`src/rtl/vc_arbiter_ctrl_pkg.sv`:
```
// Shared types and defaults for the two-VC arbiter: FSM state encoding,
// default data width and default starvation limit.
package vc_arbiter_ctrl_pkg;

    localparam int DATA_WIDTH_DEF   = 6;
    localparam int STARVE_LIMIT_DEF = 4;

    typedef enum logic [1:0] {
        IDLE      = 2'd0,
        SERVE_VC0 = 2'd1,
        SERVE_VC1 = 2'd2
    } arb_state_e;

endpackage

```
`src/rtl/vc_arbiter_ctrl_if.sv`:
```
// Bundle of FIFO-side and downstream signals of the arbiter.
// The slave modport is the arbiter; the master modport is its environment.
interface vc_arbiter_ctrl_if #(
    parameter int DATA_WIDTH = vc_arbiter_ctrl_pkg::DATA_WIDTH_DEF
);
    logic                  empty_vc0;
    logic                  empty_vc1;
    logic [DATA_WIDTH-1:0] data_vc0;
    logic [DATA_WIDTH-1:0] data_vc1;
    logic                  pause;
    logic                  pop_vc0;
    logic                  pop_vc1;
    logic [DATA_WIDTH-1:0] data_out;
    logic                  valid_out;
    logic                  src_vc1;

    modport master (
        output empty_vc0, empty_vc1, data_vc0, data_vc1, pause,
        input  pop_vc0, pop_vc1, data_out, valid_out, src_vc1
    );

    modport slave (
        input  empty_vc0, empty_vc1, data_vc0, data_vc1, pause,
        output pop_vc0, pop_vc1, data_out, valid_out, src_vc1
    );
endinterface

```
`src/rtl/arb_starve_counter.sv`:
```
// Counts consecutive VC0 grants while VC1 waits; flags starvation once the
// count reaches STARVE_LIMIT. Used only when ARB_STARVE_GUARD_EN is defined.
module arb_starve_counter #(
    parameter int STARVE_LIMIT = vc_arbiter_ctrl_pkg::STARVE_LIMIT_DEF
) (
    input  logic clk,
    input  logic reset,
    input  logic vc0_grant,
    input  logic vc1_grant,
    input  logic vc1_waiting,
    output logic starve
);
    localparam int CW = $clog2(STARVE_LIMIT + 1);
    localparam logic [CW-1:0] LIMIT = CW'(STARVE_LIMIT);

    logic [CW-1:0] count_q;

    // Pause produces no grants, so the count naturally holds through it.
    always_ff @(posedge clk) begin
        if (reset || vc1_grant || !vc1_waiting) begin
            count_q <= '0;
        end else if (vc0_grant && (count_q < LIMIT)) begin
            count_q <= count_q + 1'b1;
        end
    end

    assign starve = (count_q >= LIMIT);

endmodule

```
`src/rtl/vc_arbiter_ctrl.sv`:
```
// Two-VC arbiter: VC0 strict priority, pops are combinational, forwarded word
// registered. Define ARB_STARVE_GUARD_EN to bound VC1 starvation by STARVE_LIMIT.
module vc_arbiter_ctrl
    import vc_arbiter_ctrl_pkg::*;
#(
    parameter int DATA_WIDTH   = DATA_WIDTH_DEF
`ifdef ARB_STARVE_GUARD_EN
   ,parameter int STARVE_LIMIT = STARVE_LIMIT_DEF
`endif
) (
    input  logic             clk,
    input  logic             reset,
    vc_arbiter_ctrl_if.slave bus
);
    arb_state_e            state_q;
    arb_state_e            next_state;
    logic                  pop_vc0;
    logic                  pop_vc1;
    logic                  starve;
    logic [DATA_WIDTH-1:0] data_q;

`ifdef ARB_STARVE_GUARD_EN
    arb_starve_counter #(
        .STARVE_LIMIT (STARVE_LIMIT)
    ) u_starve (
        .clk         (clk),
        .reset       (reset),
        .vc0_grant   (pop_vc0),
        .vc1_grant   (pop_vc1),
        .vc1_waiting (!bus.empty_vc1),
        .starve      (starve)
    );
`else
    assign starve = 1'b0;
`endif

    // The next state is simply the VC granted this cycle, so the grant
    // decision and next-state logic are one process.
    always_comb begin
        // NOTE: defaults first so every path assigns and no latch is inferred.
        pop_vc0    = 1'b0;
        pop_vc1    = 1'b0;
        next_state = IDLE;
        if (!reset && !bus.pause) begin
            if (!bus.empty_vc1 && (bus.empty_vc0 || starve)) begin
                pop_vc1    = 1'b1;
                next_state = SERVE_VC1;
            end else if (!bus.empty_vc0) begin
                pop_vc0    = 1'b1;
                next_state = SERVE_VC0;
            end
        end
    end

    always_ff @(posedge clk) begin
        // NOTE: non-blocking so every register samples pre-edge values.
        if (reset) begin
            state_q <= IDLE;
            data_q  <= '0;
        end else begin
            state_q <= next_state;
            if (pop_vc1) begin
                data_q <= bus.data_vc1;
            end else if (pop_vc0) begin
                data_q <= bus.data_vc0;
            end
        end
    end

    // Registered state already encodes whether and from where a word arrived.
    assign bus.pop_vc0   = pop_vc0;
    assign bus.pop_vc1   = pop_vc1;
    assign bus.data_out  = data_q;
    assign bus.valid_out = (state_q != IDLE);
    assign bus.src_vc1   = (state_q == SERVE_VC1);

endmodule
```
`src/flat_wrapper.sv`:
```
// flat-port wrapper written by rule: the top's interface ports become plain ports
module vc_arbiter_ctrl_flat import vc_arbiter_ctrl_pkg::*;
#(
    parameter int DATA_WIDTH   = DATA_WIDTH_DEF

)
  (clk, reset, bus_empty_vc0, bus_empty_vc1, bus_data_vc0, bus_data_vc1, bus_pause, bus_pop_vc0, bus_pop_vc1, bus_data_out, bus_valid_out, bus_src_vc1);
  vc_arbiter_ctrl_if #(.DATA_WIDTH(DATA_WIDTH)) bus_i ();
  input  logic clk;
  input  logic reset;
  input wire logic [$bits(bus_i.empty_vc0)-1:0] bus_empty_vc0;
  input wire logic [$bits(bus_i.empty_vc1)-1:0] bus_empty_vc1;
  input wire logic [$bits(bus_i.data_vc0)-1:0] bus_data_vc0;
  input wire logic [$bits(bus_i.data_vc1)-1:0] bus_data_vc1;
  input wire logic [$bits(bus_i.pause)-1:0] bus_pause;
  output wire logic [$bits(bus_i.pop_vc0)-1:0] bus_pop_vc0;
  output wire logic [$bits(bus_i.pop_vc1)-1:0] bus_pop_vc1;
  output wire logic [$bits(bus_i.data_out)-1:0] bus_data_out;
  output wire logic [$bits(bus_i.valid_out)-1:0] bus_valid_out;
  output wire logic [$bits(bus_i.src_vc1)-1:0] bus_src_vc1;
  assign bus_i.empty_vc0 = bus_empty_vc0;
  assign bus_i.empty_vc1 = bus_empty_vc1;
  assign bus_i.data_vc0 = bus_data_vc0;
  assign bus_i.data_vc1 = bus_data_vc1;
  assign bus_i.pause = bus_pause;
  assign bus_pop_vc0 = bus_i.pop_vc0;
  assign bus_pop_vc1 = bus_i.pop_vc1;
  assign bus_data_out = bus_i.data_out;
  assign bus_valid_out = bus_i.valid_out;
  assign bus_src_vc1 = bus_i.src_vc1;
  vc_arbiter_ctrl #(.DATA_WIDTH(DATA_WIDTH)) u_core (.clk(clk), .reset(reset), .bus(bus_i));
endmodule
```
`config.mk`:
```
export PLATFORM = sky130hd
export DESIGN_NAME = vc_arbiter_ctrl_flat
export DESIGN_NICKNAME = d
export VERILOG_FILES = /design/src/rtl/vc_arbiter_ctrl_pkg.sv /design/src/rtl/vc_arbiter_ctrl_if.sv /design/src/rtl/arb_starve_counter.sv /design/src/rtl/vc_arbiter_ctrl.sv /design/src/flat_wrapper.sv
export SDC_FILE = /design/constraint.sdc
export NUM_CORES = 1
export LEC_CHECK = 0
export BUFFER_PORTS_ARGS = -buffer_cell sky130_fd_sc_hd__buf_2
export CELL_PAD_IN_SITES_DETAIL_PLACEMENT = 0
export CELL_PAD_IN_SITES_GLOBAL_PLACEMENT = 2
export CORE_MARGIN = 5
export CORE_UTILIZATION = 17
export DETAILED_ROUTE_END_ITERATION = 16
export PLACE_DENSITY = 0.72
export SLEW_MARGIN = 20
export SYNTH_ARGS = -nofsm -noshare
export SYNTH_HDL_FRONTEND = slang
export SYNTH_SLANG_ARGS = --single-unit
```
`constraint.sdc`:
```
create_clock -name clk -period 1.6 [get_ports clk]
set_input_delay 0.08 -clock clk [delete_from_list [all_inputs] [get_ports clk]]
set_output_delay 0.08 -clock clk [all_outputs]
set_load 0.05 [all_outputs]
```
==> results of run 1 <==
[critical path: cells and delay by family]
family / cells / cell delay [ns]
and+or+nand+nor: 1 / 0.68
buffers and inverters: 3 / 0.48
[state kept, by name, summed over array words and instances, names as in the netlist]
name                 count
u_core.state_q           2
u_core.bus.data_out      6
[through the flow]
step | std cells | area [µm²]
after floorplan | 38 | 337
after global placement | 91 | 507
after detailed placement | 91 | 507
after CTS | 94 | 529
after global routing | 94 | 529
final | 94 | 529
[per-layer routing]
metal / global-route usage / up-vias / part of all wire
met5: 0 / - / 0
met4: 0.0373 / 0 / 0.020
met3: 0.0327 / 2 / 0.041
met2: 0.114 / 12 / 0.51
met1: 0.0927 / 177 / 0.43
li1: - / 201 / -
[cell type report]
cell class / count / area [µm²]
Fill cell: 230 / 1390
Inverter: 2 / 7.51
Multi-Input combinational cell: 26 / 160
Sequential cell: 8 / 160
Timing Repair Buffer: 28 / 145
Clock buffer: 3 / 22.5
Tap cell: 27 / 33.8
[worst max-delay path by stage]
stage               slack, ns  startpoint                      to  cells past startpoint
floorplan                0.20       reset             bus_pop_vc0                      2
global placement         0.20   bus_pause  u_core.bus.data_out[4]                      4
detailed placement       0.18   bus_pause  u_core.bus.data_out[5]                      4
CTS                      0.26   bus_pause             bus_pop_vc1                      4
global route             0.22   bus_pause             bus_pop_vc1                      4
finish                   0.27   bus_pause             bus_pop_vc1                      4
[where the power goes]
part           switching [mW]  total [mW]  internal [mW]
logic                  0.0822       0.122         0.0394
clock network          0.0671       0.153         0.0858
registers             0.00555       0.217          0.211
total                   0.155       0.491          0.336
[cell usage in the layout, fill, tap and decap left out, drive strengths merged]
master and instances:
dfxtp 8, inv 2, nor3 8, a211o 1, nor2b 2, nor2 6, buf 28, or2 1
clkbuf 3, or4b 1, a211oi 1, a221oi 6
[cell families (layout without fill, tap and decap cells)]
kind of cell,Yosys count,in the layout,share of synthesized area
and+or+nand+nor,18,18,0.271
AOI/OAI and AO/OA,8,8,0.204
DFF,8,8,0.476
buffers and inverters,4,33,0.0483
==> flow_summary.yaml, run 1 <==
global_route:
  grt_overflow: 0
  grt_max_degree: 11
  grt_pass1_vias: 372
  grt_pass1_wl_um: 1570
  antenna_found_initial: 0
  grt_usage: 0.0761
hold_path:
  hold_class: "input port to flop"
  hold_start: "bus_pause"
  hold_depth: 2
  holdPathEnd: "u_core.state_q[0]"
critical_path:
  slowest_stage: "or4b_1"
  end_kind: "primary output"
  reg2reg_slack_ns: 1.02
  reg2reg_from: "u_core.bus.data_out[4]"
  cpMostUsedCell: "buf_2"
  reg2reg_depth: 2
  cp.required_ns: 1.52
  r2r-end: "u_core.bus.data_out[4]"
  max_stage_delay_ns: 0.68
  cp.arrival_ns: 1.25
  crit_fanout: 8
  crit_chain: "buf_2 > or4b_1 > inv_1 > buf_2"
  start_kind: "input port"
  crit_type: "input port to primary output"
logic_synthesis:
  syn_nets: 55
  synth_common_cells: "8 x dfxtp_1, 8 x nor3_1, 6 x a221oi_1, 6 x nor2_1"
  syn-cell-area_um2: 337
  seq_area_frac_synth: 0.476
  synth_edf_count: 0
  netlist.area_leader.share: 0.476
  ys_types: 12
  yosys-top-cells-area: "dfxtp_1 48%, a221oi_1 16%, nor3_1 12%, nor2_1 6.7%, nor2b_1 3.7%"
  synth_top_area_cell: "dfxtp_1"
  async_flop_share: 0
  ys.flop_type: "dfxtp_1"
  ys_seq_elements: 8
  syn_inst: 38
  syn_area_per_cell_um2: 8.86
  yosysWarnings: 0
clock_tree:
  post-cts-setup-buffers: 0
  htree_levels: 1
  clock_path_buffers: 2
  cts_root_buf: "clkbuf_4"
  cts_buffers: 3
  cts_tree: "built"
  clkTransAtPathRegs_ns: 0.05
  postCtsResizedCells: 0
  clock-sinks: 8
  insertion_delay_ns: 0.24
  postCtsHoldBufs: 0
die:
  rows: 16
  fp.dieH_um: 54.5
  start_util: 0.175
  dieArea_um2: 2970
  core_um2: 1920
  ios: 27
  chipWidth_um: 54.5
route:
  first_iter_violations: 8
  wl_per_cell_um: 11.1
  firstDrtPassIters: 4
  drc: 0
  vias: 392
  ant_nets: 0
  vias_per_cell: 4.17
  routed_wl_um: 1050
timing:
  fmax_mhz: 752
  setup_viol: 0
  final_hold_viol_count: 0
  rsz0062_at_grt: "false"
  period_minus_slack_ns: 1.33
  layout_setup_ws_ns: 0.270
  slew_viol_final: 0
  finalCritPeriodShare: 0.831
  finClkSkew_ns: 0
  relSlewSlack: 0.721
  holdWs_ns: 0.0513
  tns_ns: 0
  tightest_slew_ns: 0.418
placed_design:
  gp_congestion: 0.707
  place_hpwl_um: 827
  dpl_worst_slack_ns: 0.184
  port_buffers: 26
status:
  status: "completed"
power:
  ir_drop_v: 0.000292
  power_density_nw_per_um2: 928
  power_uw: 491
  leakage_nw: 0.270
cells_and_area:
  final_util: 0.275
  final_net_count: 86
  num_antenna_cells: 0
  drive_gt1_frac: 0.478
  area_delta_synth_final_pct: 57.2
job:
  maxCapViolCount: 0
Note: power is estimated with default switching activity, not from simulation.
==> run 2: changes to the inputs <==
--- a/config.mk
+++ b/config.mk
@@ -9,9 +9,9 @@
 export CELL_PAD_IN_SITES_DETAIL_PLACEMENT = 0
 export CELL_PAD_IN_SITES_GLOBAL_PLACEMENT = 2
 export CORE_MARGIN = 5
-export CORE_UTILIZATION = 17
+export CORE_UTILIZATION = 16
 export DETAILED_ROUTE_END_ITERATION = 16
-export PLACE_DENSITY = 0.72
+export PLACE_DENSITY = 0.71
 export SLEW_MARGIN = 20
 export SYNTH_ARGS = -nofsm -noshare
 export SYNTH_HDL_FRONTEND = slang
==> constraint.sdc (replaced) <==
create_clock -name clk -period 1.1 [get_ports clk]
set_input_delay 0.055 -clock clk [delete_from_list [all_inputs] [get_ports clk]]
set_output_delay 0.055 -clock clk [all_outputs]
set_load 0.05 [all_outputs]
==> flow_summary.yaml, run 2 (same netlist as run 1, synthesis figures left out) <==
timing:
  fmax_mhz: 935
  holdWs_ns: 0.0152
  tightest_slew_ns: 0.470
  final_hold_viol_count: 0
  relSlewSlack: 0.686
  finalCritPeriodShare: 0.972
  slew_viol_final: 0
  finClkSkew_ns: 0
  period_minus_slack_ns: 1.07
  rsz0062_at_grt: "false"
  setup_viol: 0
cells_and_area:
  finalInstanceArea_um2: 602
  largest_register_ffs: 6
  num_antenna_cells: 0
  fill_cells: 212
  final_common_cell: "buf_2"
  area_delta_synth_final_pct: 78.8
  drive_gt1_frac: 0.562
  layout_common_cells: "24 x buf_2, 8 x buf_4, 8 x dfxtp_1, 7 x nor3_1, 6 x nor2_1"
  final_net_count: 92
power:
  switching_power_uw: 239
  power_uw: 747
  p_int_uw: 508
  power_density_nw_per_um2: 1240
  leakage_nw: 0.305
  seq_power_share: 0.421
  ir_drop_v: 0.000418
  clock_power_share: 0.306
  power_frac_comb: 0.273
  swShare: 0.319
die:
  fp.dieH_um: 55.9
  rows: 16
  core_um2: 1980
  chipWidth_um: 55.9
  dieArea_um2: 3120
  start_util: 0.170
  ios: 27
critical_path:
  end_kind: "primary output"
  reg2reg_depth: 2
  cp.arrival_ns: 1.01
  crit_fanout: 8
  start_kind: "input port"
  crit_type: "input port to primary output"
  cp.required_ns: 1.04
clock_tree:
  postCtsHoldBufs: 0
  clock_path_buffers: 2
  clkTransAtPathRegs_ns: 0.06
  htree_levels: 1
  clock-sinks: 8
  cts_tree: "built"
  insertion_delay_ns: 0.25
  cts_buffers: 3
  cts_root_buf: "clkbuf_4"
route:
  ant_nets: 0
  vias_per_cell: 4.28
  drc: 0
  routed_wl_um: 1160
  vias: 428
  first_iter_violations: 9
  wl_per_cell_um: 11.6
  firstDrtPassIters: 4
global_route:
  grt_pass1_wl_um: 1890
  grt_usage: 0.0785
  antenna_found_initial: 0
  grt_pass1_vias: 435
  grt_overflow: 0
  grt_max_degree: 9
hold_path:
  hold_depth: 2
  hold_class: "input port to flop"
placed_design:
  gp_congestion: 0.728
  place_area_um2: 567
  place_hpwl_um: 906
  port_buffers: 26
job:
  maxCapViolCount: 0
status:
  status: "completed"
## run 2: worst paths after layout
check / slack (ns) / end / start
worst max-delay path: 0.03 / bus_pop_vc1 / reset
worst min-delay path: 0.02 / u_core.state_q[0] / reset
worst max register to register: 0.52 / u_core.bus.data_out[0] / u_core.bus.data_out[0]
worst min register to register: 0.49 / u_core.bus.data_out[3] / u_core.bus.data_out[3]
## run 2: layout make-up
class	count	area (µm²)	share of cell area
Multi-Input combinational cell	26	175	0.291
Clock buffer	3	22.5	0.0374
Sequential cell	8	160	0.266
Timing Repair Buffer	34	203	0.337
Tap cell	27	33.8	0.0561
Inverter	2	7.51	0.0125
## run 2: worst max-delay path, stage by stage
cell	delay (ns)
buf_2	0.13
or4b_4	0.58
inv_1	0.10
buf_6	0.15
## run 2: power by group through the flow
stage	clock (mW)	sequential [mW]	combinational, mW
global route	0.255	0.317	0.220
finish	0.229	0.314	0.204
CTS	0.241	0.315	0.202
detailed placement	0	0.321	0.200
floorplan	0	0.370	0.0668
global placement	0	0.320	0.200
## run 2: repair_timing
item                                    in CTS  in global routing
buffers inserted                             0                  0
endpoints found under the setup margin       2                  2
gates resized for setup                      2                  2
## run 2: metal layers
metal | vias up | GRT usage | wire length [µm] | share of wire
li1 | 219 | - | - | -
met1 | 187 | 0.0949 | 537 | 0.46
met2 | 20 | 0.103 | 502 | 0.43
met3 | 2 | 0.0534 | 115 | 0.099
met4 | 0 | 0.0407 | 8 | 0.0069
met5 | - | 0 | 0 | 0
## run 2: stage by stage
stage / utilization / instances / worst slack (ns) / TNS (ns)
floorplan: - / 38 / -0.0391 / -0.196
detailed placement: 0.286 / 97 / -0.150 / -0.859
global route: 0.304 / 100 / 0.000102 / 0
CTS: 0.300 / 100 / 0.00338 / 0
global placement: 0.286 / 97 / -0.146 / -0.777
finish: 0.304 / 100 / 0.0310 / 0
==> run 3: changes to the inputs <==
--- a/config.mk
+++ b/config.mk
@@ -15,4 +15,5 @@
 export SLEW_MARGIN = 20
 export SYNTH_ARGS = -nofsm -noshare
 export SYNTH_HDL_FRONTEND = slang
+export SYNTH_HIERARCHICAL = 1
 export SYNTH_SLANG_ARGS = --single-unit
==> flow_summary.yaml, run 3 <==
die:
  chipWidth_um: 55.9
  dieArea_um2: 3120
  rows: 16
  core_um2: 1980
  start_util: 0.170
  ios: 27
  fp.dieH_um: 55.9
logic_synthesis:
  yosysWarnings: 6
  syn_area_per_cell_um2: 8.86
  synth_common_cells: "8 x dfxtp_1, 8 x nor3_1, 6 x a221oi_1, 6 x nor2_1"
  syn_nets: 55
  seq_area_frac_synth: 0.476
  ys_seq_elements: 8
  syn-cell-area_um2: 337
  async_flop_share: 0
  syn_inst: 38
  yosys-top-cells-area: "dfxtp_1 48%, a221oi_1 16%, nor3_1 12%, nor2_1 6.7%, nor2b_1 3.7%"
  synth_top_area_cell: "dfxtp_1"
  ys_types: 12
  synth_edf_count: 0
  ys.flop_type: "dfxtp_1"
  netlist.area_leader.share: 0.476
power:
  leakage_nw: 0.290
  power_uw: 725
  ir_drop_v: 0.000480
  power_density_nw_per_um2: 1250
cells_and_area:
  final_common_cell: "buf_2"
  layout_common_cells: "24 x buf_2, 8 x dfxtp_1, 7 x nor3_1, 6 x nor2_1"
  fill_cells: 229
  stdcell_count: 97
  final-seq-area_um2: 160
  final_net_count: 89
  area_delta_synth_final_pct: 72.1
  multi_input_area_um2: 175
  largest_register_ffs: 6
  num_antenna_cells: 0
  drive_gt1_frac: 0.543
timing:
  period_minus_slack_ns: 1.06
  rsz0062_at_grt: "false"
  layout_setup_ws_ns: 0.0421
  tightest_slew_ns: 0.438
  setup_viol: 0
  slew_viol_final: 0
  tns_ns: 0
  final_hold_viol_count: 0
  finClkSkew_ns: 0
  finalCritPeriodShare: 0.962
  relSlewSlack: 0.708
  fmax_mhz: 945
critical_path:
  crit_type: "input port to primary output"
  cp.arrival_ns: 1.00
  slowest_stage: "or4b_4"
  reg2reg_slack_ns: 0.51
  crit_family: "simple AND/OR/NAND/NOR gates"
  crit_fanout: 8
  start_kind: "input port"
  crit_chain: "buf_2 > or4b_4 > inv_1 > buf_6"
  cp.required_ns: 1.04
  end_kind: "primary output"
  crit_buf_inv: 3
  max_stage_delay_ns: 0.59
global_route:
  antenna_found_initial: 0
  grt_util_met3: 0.0534
  grt_usage: 0.0761
  grtUsageMet1: 0.0864
  grt_pass1_wl_um: 1840
  grt_max_degree: 11
  busiest_layer: "met2"
  grt_overflow: 0
  grt_pass1_vias: 444
  grt_util_met2: 0.113
clock_tree:
  cts_tree: "built"
  cts_root_buf: "clkbuf_4"
  clock-sinks: 8
  post-cts-setup-buffers: 0
  insertion_delay_ns: 0.24
  postCtsResizedCells: 1
  clkTransAtPathRegs_ns: 0.05
  clock_path_buffers: 2
  htree_levels: 1
  postCtsHoldBufs: 0
  cts_buffers: 3
job:
  maxCapViolCount: 0
placed_design:
  gp_congestion: 0.679
  port_buffers: 26
  placedCellCount: 94
  place_hpwl_um: 884
  dpl_worst_slack_ns: -0.146
route:
  ant_nets: 0
  routed_wl_um: 1080
  vias_per_cell: 4.13
  firstDrtPassIters: 4
  wl_per_cell_um: 11.2
  vias: 401
  first_iter_violations: 2
  drc: 0
hold_path:
  hold_class: "input port to flop"
status:
  status: "completed"
## run 3: cell counts after synthesis
No cell type changed its count.
## run 3: routing by layer
layer | up-vias | routed length, µm
met4 | 0 | 0
li1 | 211 | -
met2 | 20 | 452
met1 | 170 | 514
met3 | 0 | 115
met5 | - | 0
## run 3: final cells by class
class	count	area share
timing repair buffer	31	0.311
inverter	2	0.0130
clock buffer	3	0.0389
tap	27	0.0583
sequential	8	0.276
multi-input combinational	26	0.302
## run 3: cells by family (layout without fill, tap and decap cells)
kind of cell / Yosys count / count (layout) / synth area share
AO/OA/AOI/OAI: 8 / 8 / 0.204
buffers and inverters: 4 / 36 / 0.0483
flip-flops: 8 / 8 / 0.476
AND/OR/NAND/NOR: 18 / 18 / 0.271
## run 3: final timing paths
path / depth (start not counted) / startpoint / endpoint
worst max-delay path: 4 / bus_pause / bus_pop_vc1
worst min register to register: 2 / u_core/bus.data_out[0] / u_core/bus.data_out[0]
worst max register to register: 2 / u_core/bus.data_out[4] / u_core/bus.data_out[4]
worst min-delay path: 3 / bus_data_vc1[0] / u_core/bus.data_out[0]
## run 3: report_power, final
part	switching, mW	internal (mW)	total, mW
combinational	0.125	0.0699	0.195
sequential	0.00741	0.307	0.314
clock	0.0911	0.124	0.215
## run 3: per-stage QoR
stage               hold slack [ns]  utilization  cell area, µm²
detailed placement            0.361        0.275             544
floorplan                     0.126            -             358
global route                  0.115        0.292             579
CTS                          0.0982        0.287             569
global placement              0.355        0.275             544
finish                       0.0981        0.292             579
## run 3: worst reg2reg max path, cell delays in order (launching register included)
cell	delay, ns
dfxtp_1	0.33
nor2_1	0.05
nor3_1	0.12
